==> config.mk <==
export PLATFORM = sky130hd
export DESIGN_NAME = mc_port_arbiter_flat
export DESIGN_NICKNAME = d
export VERILOG_FILES = /design/src/rtl/mc_port_arbiter_if.sv /design/src/rtl/mc_port_arbiter.sv /design/src/flat_wrapper.sv
export SDC_FILE = /design/constraint.sdc
export NUM_CORES = 1
export LEC_CHECK = 0
export ABC_AREA = 1
export CAP_MARGIN = 15
export CELL_PAD_IN_SITES_DETAIL_PLACEMENT = 1
export CELL_PAD_IN_SITES_GLOBAL_PLACEMENT = 1
export CORE_AREA = 3 3 391 393
export CTS_BUF_LIST = sky130_fd_sc_hd__clkbuf_4 sky130_fd_sc_hd__clkbuf_8
export DETAILED_ROUTE_END_ITERATION = 8
export DIE_AREA = 0 0 394 396
export PLACE_DENSITY = 0.38
export SLEW_MARGIN = 40
export SYNTH_ARGS = -nofsm -noshare
export SYNTH_HDL_FRONTEND = slang
export SYNTH_SLANG_ARGS = --single-unit
export TNS_END_PERCENT = 5
==> constraint.sdc <==
create_clock -name clk -period 5.5 [get_ports clk]
set_clock_uncertainty 0.2 [all_clocks]
set_input_delay 1.1 -clock clk [delete_from_list [all_inputs] [get_ports clk]]
set_output_delay 1.1 -clock clk [all_outputs]
set_load 0.005 [all_outputs]
==> src/rtl/mc_port_arbiter_if.sv <==
// Bundle of core-side request/response lanes and the shared MC port seen by mc_port_arbiter.
// slave is the arbiter's view; master is the cores-plus-MC environment's view.
interface mc_port_arbiter_if #(
  parameter int unsigned NUM_REQ         = 4,
  parameter int unsigned ID_WID          = 2,
  parameter int unsigned MC_RTNCTL_WIDTH = 32,
  parameter int unsigned MAX_OUTST       = 8
);
  localparam int unsigned RW    = MC_RTNCTL_WIDTH - ID_WID;
  localparam int unsigned CNT_W = $clog2(MAX_OUTST + 1);

  // core request lanes, packed per requester
  logic [NUM_REQ-1:0]       req_vld;
  logic [3*NUM_REQ-1:0]     req_cmd;
  logic [4*NUM_REQ-1:0]     req_scmd;
  logic [48*NUM_REQ-1:0]    req_vadr;
  logic [2*NUM_REQ-1:0]     req_size;
  logic [RW*NUM_REQ-1:0]    req_rtnctl;
  logic [64*NUM_REQ-1:0]    req_data;
  logic [NUM_REQ-1:0]       req_stall;

  // shared MC request port
  logic                       mc_rq_vld;
  logic [2:0]                 mc_rq_cmd;
  logic [3:0]                 mc_rq_scmd;
  logic [47:0]                mc_rq_vadr;
  logic [1:0]                 mc_rq_size;
  logic [63:0]                mc_rq_data;
  logic [MC_RTNCTL_WIDTH-1:0] mc_rq_rtnctl;
  logic                       mc_rq_flush;
  logic                       mc_rq_stall;

  // shared MC response port
  logic                       mc_rs_vld;
  logic [2:0]                 mc_rs_cmd;
  logic [3:0]                 mc_rs_scmd;
  logic [63:0]                mc_rs_data;
  logic [MC_RTNCTL_WIDTH-1:0] mc_rs_rtnctl;
  logic                       mc_rs_stall;

  // core response lanes
  logic [NUM_REQ-1:0]       rsp_vld;
  logic [2:0]               rsp_cmd;
  logic [3:0]               rsp_scmd;
  logic [63:0]              rsp_data;
  logic [RW-1:0]            rsp_rtnctl;
  logic [NUM_REQ-1:0]       rsp_stall;

  logic [CNT_W*NUM_REQ-1:0] outst_cnt;

  modport slave (
    input  req_vld, req_cmd, req_scmd, req_vadr, req_size, req_rtnctl, req_data,
    output req_stall,
    output mc_rq_vld, mc_rq_cmd, mc_rq_scmd, mc_rq_vadr, mc_rq_size, mc_rq_data,
    output mc_rq_rtnctl, mc_rq_flush,
    input  mc_rq_stall,
    input  mc_rs_vld, mc_rs_cmd, mc_rs_scmd, mc_rs_data, mc_rs_rtnctl,
    output mc_rs_stall,
    output rsp_vld, rsp_cmd, rsp_scmd, rsp_data, rsp_rtnctl,
    input  rsp_stall,
    output outst_cnt
  );

  modport master (
    output req_vld, req_cmd, req_scmd, req_vadr, req_size, req_rtnctl, req_data,
    input  req_stall,
    input  mc_rq_vld, mc_rq_cmd, mc_rq_scmd, mc_rq_vadr, mc_rq_size, mc_rq_data,
    input  mc_rq_rtnctl, mc_rq_flush,
    output mc_rq_stall,
    output mc_rs_vld, mc_rs_cmd, mc_rs_scmd, mc_rs_data, mc_rs_rtnctl,
    input  mc_rs_stall,
    input  rsp_vld, rsp_cmd, rsp_scmd, rsp_data, rsp_rtnctl,
    output rsp_stall,
    input  outst_cnt
  );
endinterface

==> src/rtl/mc_port_arbiter.sv <==
// Round-robin arbiter sharing one MC port among NUM_REQ cores: tags requests with the
// requester ID, limits in-flight requests per core and steers responses back by ID.
module mc_port_arbiter #(
  parameter int unsigned NUM_REQ         = 4,
  parameter int unsigned ID_WID          = 2,
  parameter int unsigned MC_RTNCTL_WIDTH = 32,
  parameter int unsigned MAX_OUTST       = 8
) (
  input  logic             clk,
  input  logic             rst_n,
  mc_port_arbiter_if.slave bus
);
  localparam int unsigned RW    = MC_RTNCTL_WIDTH - ID_WID;
  localparam int unsigned CNT_W = $clog2(MAX_OUTST + 1);
  localparam int unsigned PTR_W = ID_WID + 1;

  typedef struct packed {
    logic [2:0]    cmd;
    logic [3:0]    scmd;
    logic [47:0]   vadr;
    logic [1:0]    size;
    logic [RW-1:0] rtnctl;
    logic [63:0]   data;
  } rq_pl_t;

  typedef struct packed {
    logic [2:0]    cmd;
    logic [3:0]    scmd;
    logic [RW-1:0] rtnctl;
    logic [63:0]   data;
  } rs_pl_t;

  rq_pl_t             req_pl [NUM_REQ];
  logic [NUM_REQ-1:0] elig;
  logic [PTR_W-1:0]   cand;
  logic [ID_WID-1:0]  cand_id;
  logic               win_vld;
  logic [ID_WID-1:0]  win_id;
  rq_pl_t             win_pl;
  logic               advance;
  logic               accept;
  logic [ID_WID-1:0]  rr_ptr;
  logic [ID_WID-1:0]  rr_ptr_nxt;

  logic               mc_rq_vld_q;
  logic [ID_WID-1:0]  mc_rq_id_q;
  rq_pl_t             mc_rq_pl_q;

  logic [ID_WID-1:0]  rs_id;
  logic               rs_known;
  logic [NUM_REQ-1:0] rsp_vld_q;
  logic [ID_WID-1:0]  h_id;
  rs_pl_t             h_pl;
  logic               h_vld;
  logic               h_stall;
  logic               drain;
  logic               load;

  logic [CNT_W-1:0]   outst [NUM_REQ];
  logic [NUM_REQ-1:0] inc;
  logic [NUM_REQ-1:0] dec;

  // unpack per-requester request lanes
  always_comb begin
    for (int i = 0; i < NUM_REQ; i++) begin
      req_pl[i].cmd    = bus.req_cmd[i*3 +: 3];
      req_pl[i].scmd   = bus.req_scmd[i*4 +: 4];
      req_pl[i].vadr   = bus.req_vadr[i*48 +: 48];
      req_pl[i].size   = bus.req_size[i*2 +: 2];
      req_pl[i].rtnctl = bus.req_rtnctl[i*RW +: RW];
      req_pl[i].data   = bus.req_data[i*64 +: 64];
      elig[i]          = bus.req_vld[i] & (outst[i] < CNT_W'(MAX_OUTST));
    end
  end

  // first eligible requester at or after rr_ptr, wrapping at NUM_REQ
  always_comb begin
    win_vld = 1'b0;
    win_id  = '0;
    cand    = '0;
    cand_id = '0;
    for (int k = 0; k < NUM_REQ; k++) begin
      cand = {1'b0, rr_ptr} + PTR_W'(k);
      if (cand >= PTR_W'(NUM_REQ)) begin
        cand = cand - PTR_W'(NUM_REQ);
      end
      cand_id = cand[ID_WID-1:0];
      if (!win_vld && elig[cand_id]) begin
        win_vld = 1'b1;
        win_id  = cand_id;
      end
    end
  end

  always_comb begin
    win_pl = req_pl[0];
    for (int i = 1; i < NUM_REQ; i++) begin
      if (win_id == ID_WID'(i)) begin
        win_pl = req_pl[i];
      end
    end
  end

  assign advance    = ~bus.mc_rq_stall;
  assign accept     = rst_n & advance & win_vld;
  assign rr_ptr_nxt = (32'(win_id) == NUM_REQ - 1) ? '0 : win_id + ID_WID'(1);

  // request output stage: holds under MC back-pressure
  always_ff @(posedge clk or negedge rst_n) begin
    if (!rst_n) begin
      rr_ptr      <= '0;
      mc_rq_vld_q <= 1'b0;
      mc_rq_id_q  <= '0;
      mc_rq_pl_q  <= '0;
    end else if (advance) begin
      mc_rq_vld_q <= win_vld;
      if (win_vld) begin
        mc_rq_id_q <= win_id;
        mc_rq_pl_q <= win_pl;
        rr_ptr     <= rr_ptr_nxt;
      end
    end
  end

  // response holding register; ID >= NUM_REQ is consumed and dropped
  assign rs_id    = bus.mc_rs_rtnctl[MC_RTNCTL_WIDTH-1 -: ID_WID];
  assign rs_known = (32'(rs_id) < NUM_REQ);
  assign h_vld    = |rsp_vld_q;
  assign h_stall  = h_vld & bus.rsp_stall[h_id];
  assign drain    = h_vld & ~h_stall;
  assign load     = bus.mc_rs_vld & ~h_stall;

  always_ff @(posedge clk or negedge rst_n) begin
    if (!rst_n) begin
      rsp_vld_q <= '0;
      h_id      <= '0;
      h_pl      <= '0;
    end else if (load) begin
      rsp_vld_q <= rs_known ? (NUM_REQ'(1) << rs_id) : '0;
      if (rs_known) begin
        h_id        <= rs_id;
        h_pl.cmd    <= bus.mc_rs_cmd;
        h_pl.scmd   <= bus.mc_rs_scmd;
        h_pl.rtnctl <= bus.mc_rs_rtnctl[RW-1:0];
        h_pl.data   <= bus.mc_rs_data;
      end
    end else if (drain) begin
      rsp_vld_q <= '0;
    end
  end

  // per-requester in-flight accounting
  always_comb begin
    inc = '0;
    dec = '0;
    for (int i = 0; i < NUM_REQ; i++) begin
      inc[i] = accept & (win_id == ID_WID'(i));
      dec[i] = drain & (h_id == ID_WID'(i));
    end
  end

  always_ff @(posedge clk or negedge rst_n) begin
    if (!rst_n) begin
      for (int i = 0; i < NUM_REQ; i++) begin
        outst[i] <= '0;
      end
    end else begin
      for (int i = 0; i < NUM_REQ; i++) begin
        if (inc[i] && !dec[i]) begin
          outst[i] <= outst[i] + CNT_W'(1);
        end else if (dec[i] && !inc[i] && (outst[i] != '0)) begin
          outst[i] <= outst[i] - CNT_W'(1);
        end
      end
    end
  end

  always_comb begin
    bus.outst_cnt = '0;
    for (int i = 0; i < NUM_REQ; i++) begin
      bus.outst_cnt[i*CNT_W +: CNT_W] = outst[i];
    end
  end

  assign bus.req_stall    = ~inc;
  assign bus.mc_rq_vld    = mc_rq_vld_q;
  assign bus.mc_rq_cmd    = mc_rq_pl_q.cmd;
  assign bus.mc_rq_scmd   = mc_rq_pl_q.scmd;
  assign bus.mc_rq_vadr   = mc_rq_pl_q.vadr;
  assign bus.mc_rq_size   = mc_rq_pl_q.size;
  assign bus.mc_rq_data   = mc_rq_pl_q.data;
  assign bus.mc_rq_rtnctl = {mc_rq_id_q, mc_rq_pl_q.rtnctl};
  assign bus.mc_rq_flush  = 1'b0;
  assign bus.mc_rs_stall  = h_stall;
  assign bus.rsp_vld      = rsp_vld_q;
  assign bus.rsp_cmd      = h_pl.cmd;
  assign bus.rsp_scmd     = h_pl.scmd;
  assign bus.rsp_data     = h_pl.data;
  assign bus.rsp_rtnctl   = h_pl.rtnctl;
endmodule

==> src/flat_wrapper.sv <==
// flat-port wrapper written by rule: the top's interface ports become plain ports
module mc_port_arbiter_flat 
#(
  parameter int unsigned NUM_REQ         = 4,
  parameter int unsigned ID_WID          = 2,
  parameter int unsigned MC_RTNCTL_WIDTH = 32,
  parameter int unsigned MAX_OUTST       = 8
)
  (clk, rst_n, bus_req_vld, bus_req_cmd, bus_req_scmd, bus_req_vadr, bus_req_size, bus_req_rtnctl, bus_req_data, bus_req_stall, bus_mc_rq_vld, bus_mc_rq_cmd, bus_mc_rq_scmd, bus_mc_rq_vadr, bus_mc_rq_size, bus_mc_rq_data, bus_mc_rq_rtnctl, bus_mc_rq_flush, bus_mc_rq_stall, bus_mc_rs_vld, bus_mc_rs_cmd, bus_mc_rs_scmd, bus_mc_rs_data, bus_mc_rs_rtnctl, bus_mc_rs_stall, bus_rsp_vld, bus_rsp_cmd, bus_rsp_scmd, bus_rsp_data, bus_rsp_rtnctl, bus_rsp_stall, bus_outst_cnt);
  mc_port_arbiter_if #(.NUM_REQ(NUM_REQ), .ID_WID(ID_WID), .MC_RTNCTL_WIDTH(MC_RTNCTL_WIDTH), .MAX_OUTST(MAX_OUTST)) bus_i ();
  input  logic clk;
  input  logic rst_n;
  input wire logic [$bits(bus_i.req_vld)-1:0] bus_req_vld;
  input wire logic [$bits(bus_i.req_cmd)-1:0] bus_req_cmd;
  input wire logic [$bits(bus_i.req_scmd)-1:0] bus_req_scmd;
  input wire logic [$bits(bus_i.req_vadr)-1:0] bus_req_vadr;
  input wire logic [$bits(bus_i.req_size)-1:0] bus_req_size;
  input wire logic [$bits(bus_i.req_rtnctl)-1:0] bus_req_rtnctl;
  input wire logic [$bits(bus_i.req_data)-1:0] bus_req_data;
  output wire logic [$bits(bus_i.req_stall)-1:0] bus_req_stall;
  output wire logic [$bits(bus_i.mc_rq_vld)-1:0] bus_mc_rq_vld;
  output wire logic [$bits(bus_i.mc_rq_cmd)-1:0] bus_mc_rq_cmd;
  output wire logic [$bits(bus_i.mc_rq_scmd)-1:0] bus_mc_rq_scmd;
  output wire logic [$bits(bus_i.mc_rq_vadr)-1:0] bus_mc_rq_vadr;
  output wire logic [$bits(bus_i.mc_rq_size)-1:0] bus_mc_rq_size;
  output wire logic [$bits(bus_i.mc_rq_data)-1:0] bus_mc_rq_data;
  output wire logic [$bits(bus_i.mc_rq_rtnctl)-1:0] bus_mc_rq_rtnctl;
  output wire logic [$bits(bus_i.mc_rq_flush)-1:0] bus_mc_rq_flush;
  input wire logic [$bits(bus_i.mc_rq_stall)-1:0] bus_mc_rq_stall;
  input wire logic [$bits(bus_i.mc_rs_vld)-1:0] bus_mc_rs_vld;
  input wire logic [$bits(bus_i.mc_rs_cmd)-1:0] bus_mc_rs_cmd;
  input wire logic [$bits(bus_i.mc_rs_scmd)-1:0] bus_mc_rs_scmd;
  input wire logic [$bits(bus_i.mc_rs_data)-1:0] bus_mc_rs_data;
  input wire logic [$bits(bus_i.mc_rs_rtnctl)-1:0] bus_mc_rs_rtnctl;
  output wire logic [$bits(bus_i.mc_rs_stall)-1:0] bus_mc_rs_stall;
  output wire logic [$bits(bus_i.rsp_vld)-1:0] bus_rsp_vld;
  output wire logic [$bits(bus_i.rsp_cmd)-1:0] bus_rsp_cmd;
  output wire logic [$bits(bus_i.rsp_scmd)-1:0] bus_rsp_scmd;
  output wire logic [$bits(bus_i.rsp_data)-1:0] bus_rsp_data;
  output wire logic [$bits(bus_i.rsp_rtnctl)-1:0] bus_rsp_rtnctl;
  input wire logic [$bits(bus_i.rsp_stall)-1:0] bus_rsp_stall;
  output wire logic [$bits(bus_i.outst_cnt)-1:0] bus_outst_cnt;
  assign bus_i.req_vld = bus_req_vld;
  assign bus_i.req_cmd = bus_req_cmd;
  assign bus_i.req_scmd = bus_req_scmd;
  assign bus_i.req_vadr = bus_req_vadr;
  assign bus_i.req_size = bus_req_size;
  assign bus_i.req_rtnctl = bus_req_rtnctl;
  assign bus_i.req_data = bus_req_data;
  assign bus_req_stall = bus_i.req_stall;
  assign bus_mc_rq_vld = bus_i.mc_rq_vld;
  assign bus_mc_rq_cmd = bus_i.mc_rq_cmd;
  assign bus_mc_rq_scmd = bus_i.mc_rq_scmd;
  assign bus_mc_rq_vadr = bus_i.mc_rq_vadr;
  assign bus_mc_rq_size = bus_i.mc_rq_size;
  assign bus_mc_rq_data = bus_i.mc_rq_data;
  assign bus_mc_rq_rtnctl = bus_i.mc_rq_rtnctl;
  assign bus_mc_rq_flush = bus_i.mc_rq_flush;
  assign bus_i.mc_rq_stall = bus_mc_rq_stall;
  assign bus_i.mc_rs_vld = bus_mc_rs_vld;
  assign bus_i.mc_rs_cmd = bus_mc_rs_cmd;
  assign bus_i.mc_rs_scmd = bus_mc_rs_scmd;
  assign bus_i.mc_rs_data = bus_mc_rs_data;
  assign bus_i.mc_rs_rtnctl = bus_mc_rs_rtnctl;
  assign bus_mc_rs_stall = bus_i.mc_rs_stall;
  assign bus_rsp_vld = bus_i.rsp_vld;
  assign bus_rsp_cmd = bus_i.rsp_cmd;
  assign bus_rsp_scmd = bus_i.rsp_scmd;
  assign bus_rsp_data = bus_i.rsp_data;
  assign bus_rsp_rtnctl = bus_i.rsp_rtnctl;
  assign bus_i.rsp_stall = bus_rsp_stall;
  assign bus_outst_cnt = bus_i.outst_cnt;
  mc_port_arbiter #(.NUM_REQ(NUM_REQ), .ID_WID(ID_WID), .MC_RTNCTL_WIDTH(MC_RTNCTL_WIDTH), .MAX_OUTST(MAX_OUTST)) u_core (.clk(clk), .rst_n(rst_n), .bus(bus_i));
endmodule
==> summary.md <==
| Metric | Value |
|---|---|
| Outcome | `finished clean` |
| CTS sink count | `roughly 280` |
| DRC errors left | `0` |
| DRT Pass-1 Iters | `4` |
| Nets | `roughly 3700` |
| Final setup viols | `0` |
| Switch Pwr | `approximately 9 mW` |
| Hold slack | `about 0.27 ns` |
| First-pass GRT wire length | `between 100 and 150 mm` |
| IO Port Bufs | `998` |
| Synth Cell Area | `between 15000 and 20000 um2` |
| Total die area | `between 150000 and 200000 um2` |
| Slowest cell on the critical path | `clkdlybuf4s50_1` |
| Critical path's top delay family | `buffers and inverters` |
| Met1 WL | `about 40 mm` |
| Bufs on Longest Clock Path | `3` |
| Top cells by area, synth | `dfrtp_1 (43%), nand2_1 (23%), mux2_2 (10%)` |
| I/O pin total | `1000` |
| Met2 routed WL | `51.8 mm` |
| Post-route cell area | `approximately 30000 um2` |
| Tightest Pin Transition | `~0.8 ns` |
| Bufs and invs on worst path | `3` |
| Core Rows | `approximately 140` |
| Largest net degree at the start of global routing | `~140` |
| Drt via density | `approximately 3.5` |
| Post-detail-place hpwl | `80.6 mm` |
| Clock Root Buffer | `clkbuf_8` |
| Leakage power | `12.5 nW` |
| Crit Path Max Fanout | `4` |
| Initial antenna violation count | `17` |
| Most frequent cells in the layout | `clkdlybuf4s50_1 (996), nand2_1 (974), dfrtp_1 (279), o21ai_0 (156)` |
| Met3 Wirelength | `9.37 mm` |
| Max_cap viols | `0` |
| Max incr delay on CP | `~0.57 ns` |
| CP Class | `in2out` |
| Area Overhead vs Synth | `85.3%` |
| Yosys reg bits | `between 200 and 300` |
| Yosys Warn Count | `0` |
| Crit end category | `output port` |
| Seq pwr share | `0.195` |
| Finished Core Util | `0.201` |
| Max H-tree Level | `3` |
| Yosys top cell area share | `0.430` |
| Mapped Cells | `1986` |
| Hold Vio Cnt, Final | `0` |
| DIE WIDTH | `394 um` |
| Comb pwr share | `0.656` |
| Sequential area share after synthesis | `0.430` |
| Worst-Skew Late Latency | `0.73 ns` |
| Drt initial violations | `a little over 600` |
| Fillcell total | `~18000` |
| Layout cells sized above 1 | `0.106` |
| GRT overflow | `0` |
| Int Pwr | `about 11 mW` |
| Worst min path class | `reg2reg` |
| Postcts setup bufs | `0` |
| Vias in the first global route | `19000` |
| VDD IR max | `between 700 and 800 uV` |
| CTS buffer count | `between 60 and 70` |
| Starting density of the core | `0.108` |
| Total power | `slightly below 20 mW` |
| Routed Wire Length | `a little over 100 mm` |
| Routability Congestion | `0.789` |
| Most common cell after layout, fill and taps aside | `clkdlybuf4s50_1` |
| Post-placement cell area | `between 20000 and 30000 um2` |
| Arrival time at the worst endpoint | `~3.8 ns` |
| Fmax achieved | `~190 MHz` |
| TritonCTS clock tree | `done` |
| Pwr Density | `between 600 and 700 nW/um2` |
| Worst path cell trace | `clkdlybuf4s50_1 -> nand3_1 -> nand3_1 -> nand2_1 -> nand2_1 -> nor2_1 -> nand2_1 -> o21ai_1 -> inv_1 -> ha_1 -> nand3_1 -> clkdlybuf4s50_1` |
| Final Slew Violations | `0` |
| Distinct cells, synth | `34` |
| Yosys top cell by area | `dfrtp_1` |
| Die Height | `~400 um` |
| Vias | `around 17000` |
| Crit path launch type | `input pin` |
| Clock slew at reported path FFs | `0.05 ns` |
| Drt wl/cell | `around 20 um` |
| Overall Global Routing Usage | `0.127` |
| Worst EP required | `approximately 4.2 ns` |
| Clock power frac | `0.149` |
| Setup TNS | `0 ns` |
| Core outline area | `~150000 um2` |
| Final ANT Viol Nets | `0` |
| Unrepaired setup endpoints after global routing | `no` |
| Mean post-synth cell area | `between 8 and 9 um2` |
| Net Sw Frac | `0.453` |
| Worst slew margin | `0.457` |
| Final min period | `5.13 ns` |
| Synthesized Nets | `approximately 2700` |
| DR top layer | `met5` |
| Tcrit/Tclk final | `0.933` |
[sequential cells by signal, indices dropped and copies added, names as in the netlist, 3 cells and up]
| name | cells |
|---|---|
| u_core.bus.mc_rq_rtnctl | 30 |
| u_core.bus.rsp_cmd | 3 |
| u_core.bus.outst_cnt | 16 |
| u_core.bus.mc_rq_scmd | 4 |
| u_core.bus.rsp_scmd | 4 |
| u_core.bus.rsp_rtnctl | 30 |
| u_core.bus.mc_rq_vadr | 48 |
| u_core.bus.rsp_data | 64 |
| u_core.bus.mc_rq_data | 64 |
| u_core.bus.mc_rq_cmd | 3 |
| u_core.bus.rsp_vld | 4 |
[worst paths after layout]
kind	cells after the start	start	end	slack, ns
max	12	bus_req_vld[3]	bus_req_stall[0]	0.37
min	2	u_core.bus.mc_rq_data[32]	u_core.bus.mc_rq_data[32]	0.27
max reg2reg	19	u_core.rr_ptr[0]	u_core.bus.mc_rq_scmd[2]	1.60
min reg2reg	2	u_core.bus.mc_rq_data[32]	u_core.bus.mc_rq_data[32]	0.27
max in group asynchronous	4	rst_n	u_core.bus.mc_rq_vadr[8]	2.78
min in group asynchronous	2	rst_n	u_core.bus.rsp_data[11]	0.64
[cell families after synthesis]
| family | Yosys count | synth area share |
|---|---|---|
| flops | 279 | 0.430 |
| fa+ha+maj | 16 | 0.0142 |
| xor+xnor | 8 | 0.00432 |
| other cells | 1 | 0.000231 |
| buf+inv | 157 | 0.0480 |
| compound gates | 176 | 0.0553 |
| simple gates | 1047 | 0.250 |
| mux | 302 | 0.198 |
[cells in the mapped netlist, drive strengths merged]
cell type  number
nor3            4
conb            1
nand2         982
clkbuf         48
a31oi           4
buf            76
a21oi           9
o32ai           1
xor2            4
nand4          12
nor2           14
mux2          151
xnor2           4
mux2i         151
inv            33
o22ai           2
o21a            1
dfrtp         279
a21boi          1
o21ai         158
ha             12
nand3          35
fa              4
[repair_timing]
item | 4_1_cts | 5_1_grt
hold buffers | 1 | 0
gates resized for setup | 0 | 0
endpoints found under the hold margin | 37 | 0
[power by group through the flow]
| stage | combinational, mW | clock (mW) | sequential, mW |
|---|---|---|---|
| floorplan | 7.15 | 0 | 3.78 |
| global placement | 13.4 | 0 | 3.84 |
| detailed placement | 13.4 | 0 | 3.86 |
| CTS | 13.4 | 3.12 | 3.85 |
| global route | 14.4 | 3.19 | 3.97 |
| finish | 12.8 | 2.91 | 3.81 |
[worst min-delay path, stage by stage (launching register included)]
cell and delay [ns]:
dfrtp_1 0.34, nand2_1 0.05, nand2_1 0.05
[layout make-up]
class / count / area (um2) / share of cell area
timing repair buffer: 1029 / 10400 / 0.345
multi-input combinational: 1550 / 8520 / 0.283
sequential: 279 / 6980 / 0.232
tap: 2016 / 2520 / 0.0839
clock buffer: 102 / 1290 / 0.0429
clock inverter: 17 / 225 / 0.00749
inverter: 33 / 133 / 0.00441
antenna: 9 / 22.5 / 0.000749
[per-stage QoR]
step | worst slack, ns | std cells
floorplan | 1.36 | 1986
global placement | 0.0298 | 4906
detailed placement | 0.0490 | 4906
CTS | 0.0488 | 5026
global route | 0.0333 | 5029
finish | 0.366 | 5035
[per-layer routing]
metal	GRT usage	up-vias
met2	0.227	604
met5	0	-
met1	0.139	8243
li1	-	8406
met3	0.0565	107
met4	0.0252	14
No activity file was read; power rests on OpenSTA's default activity.
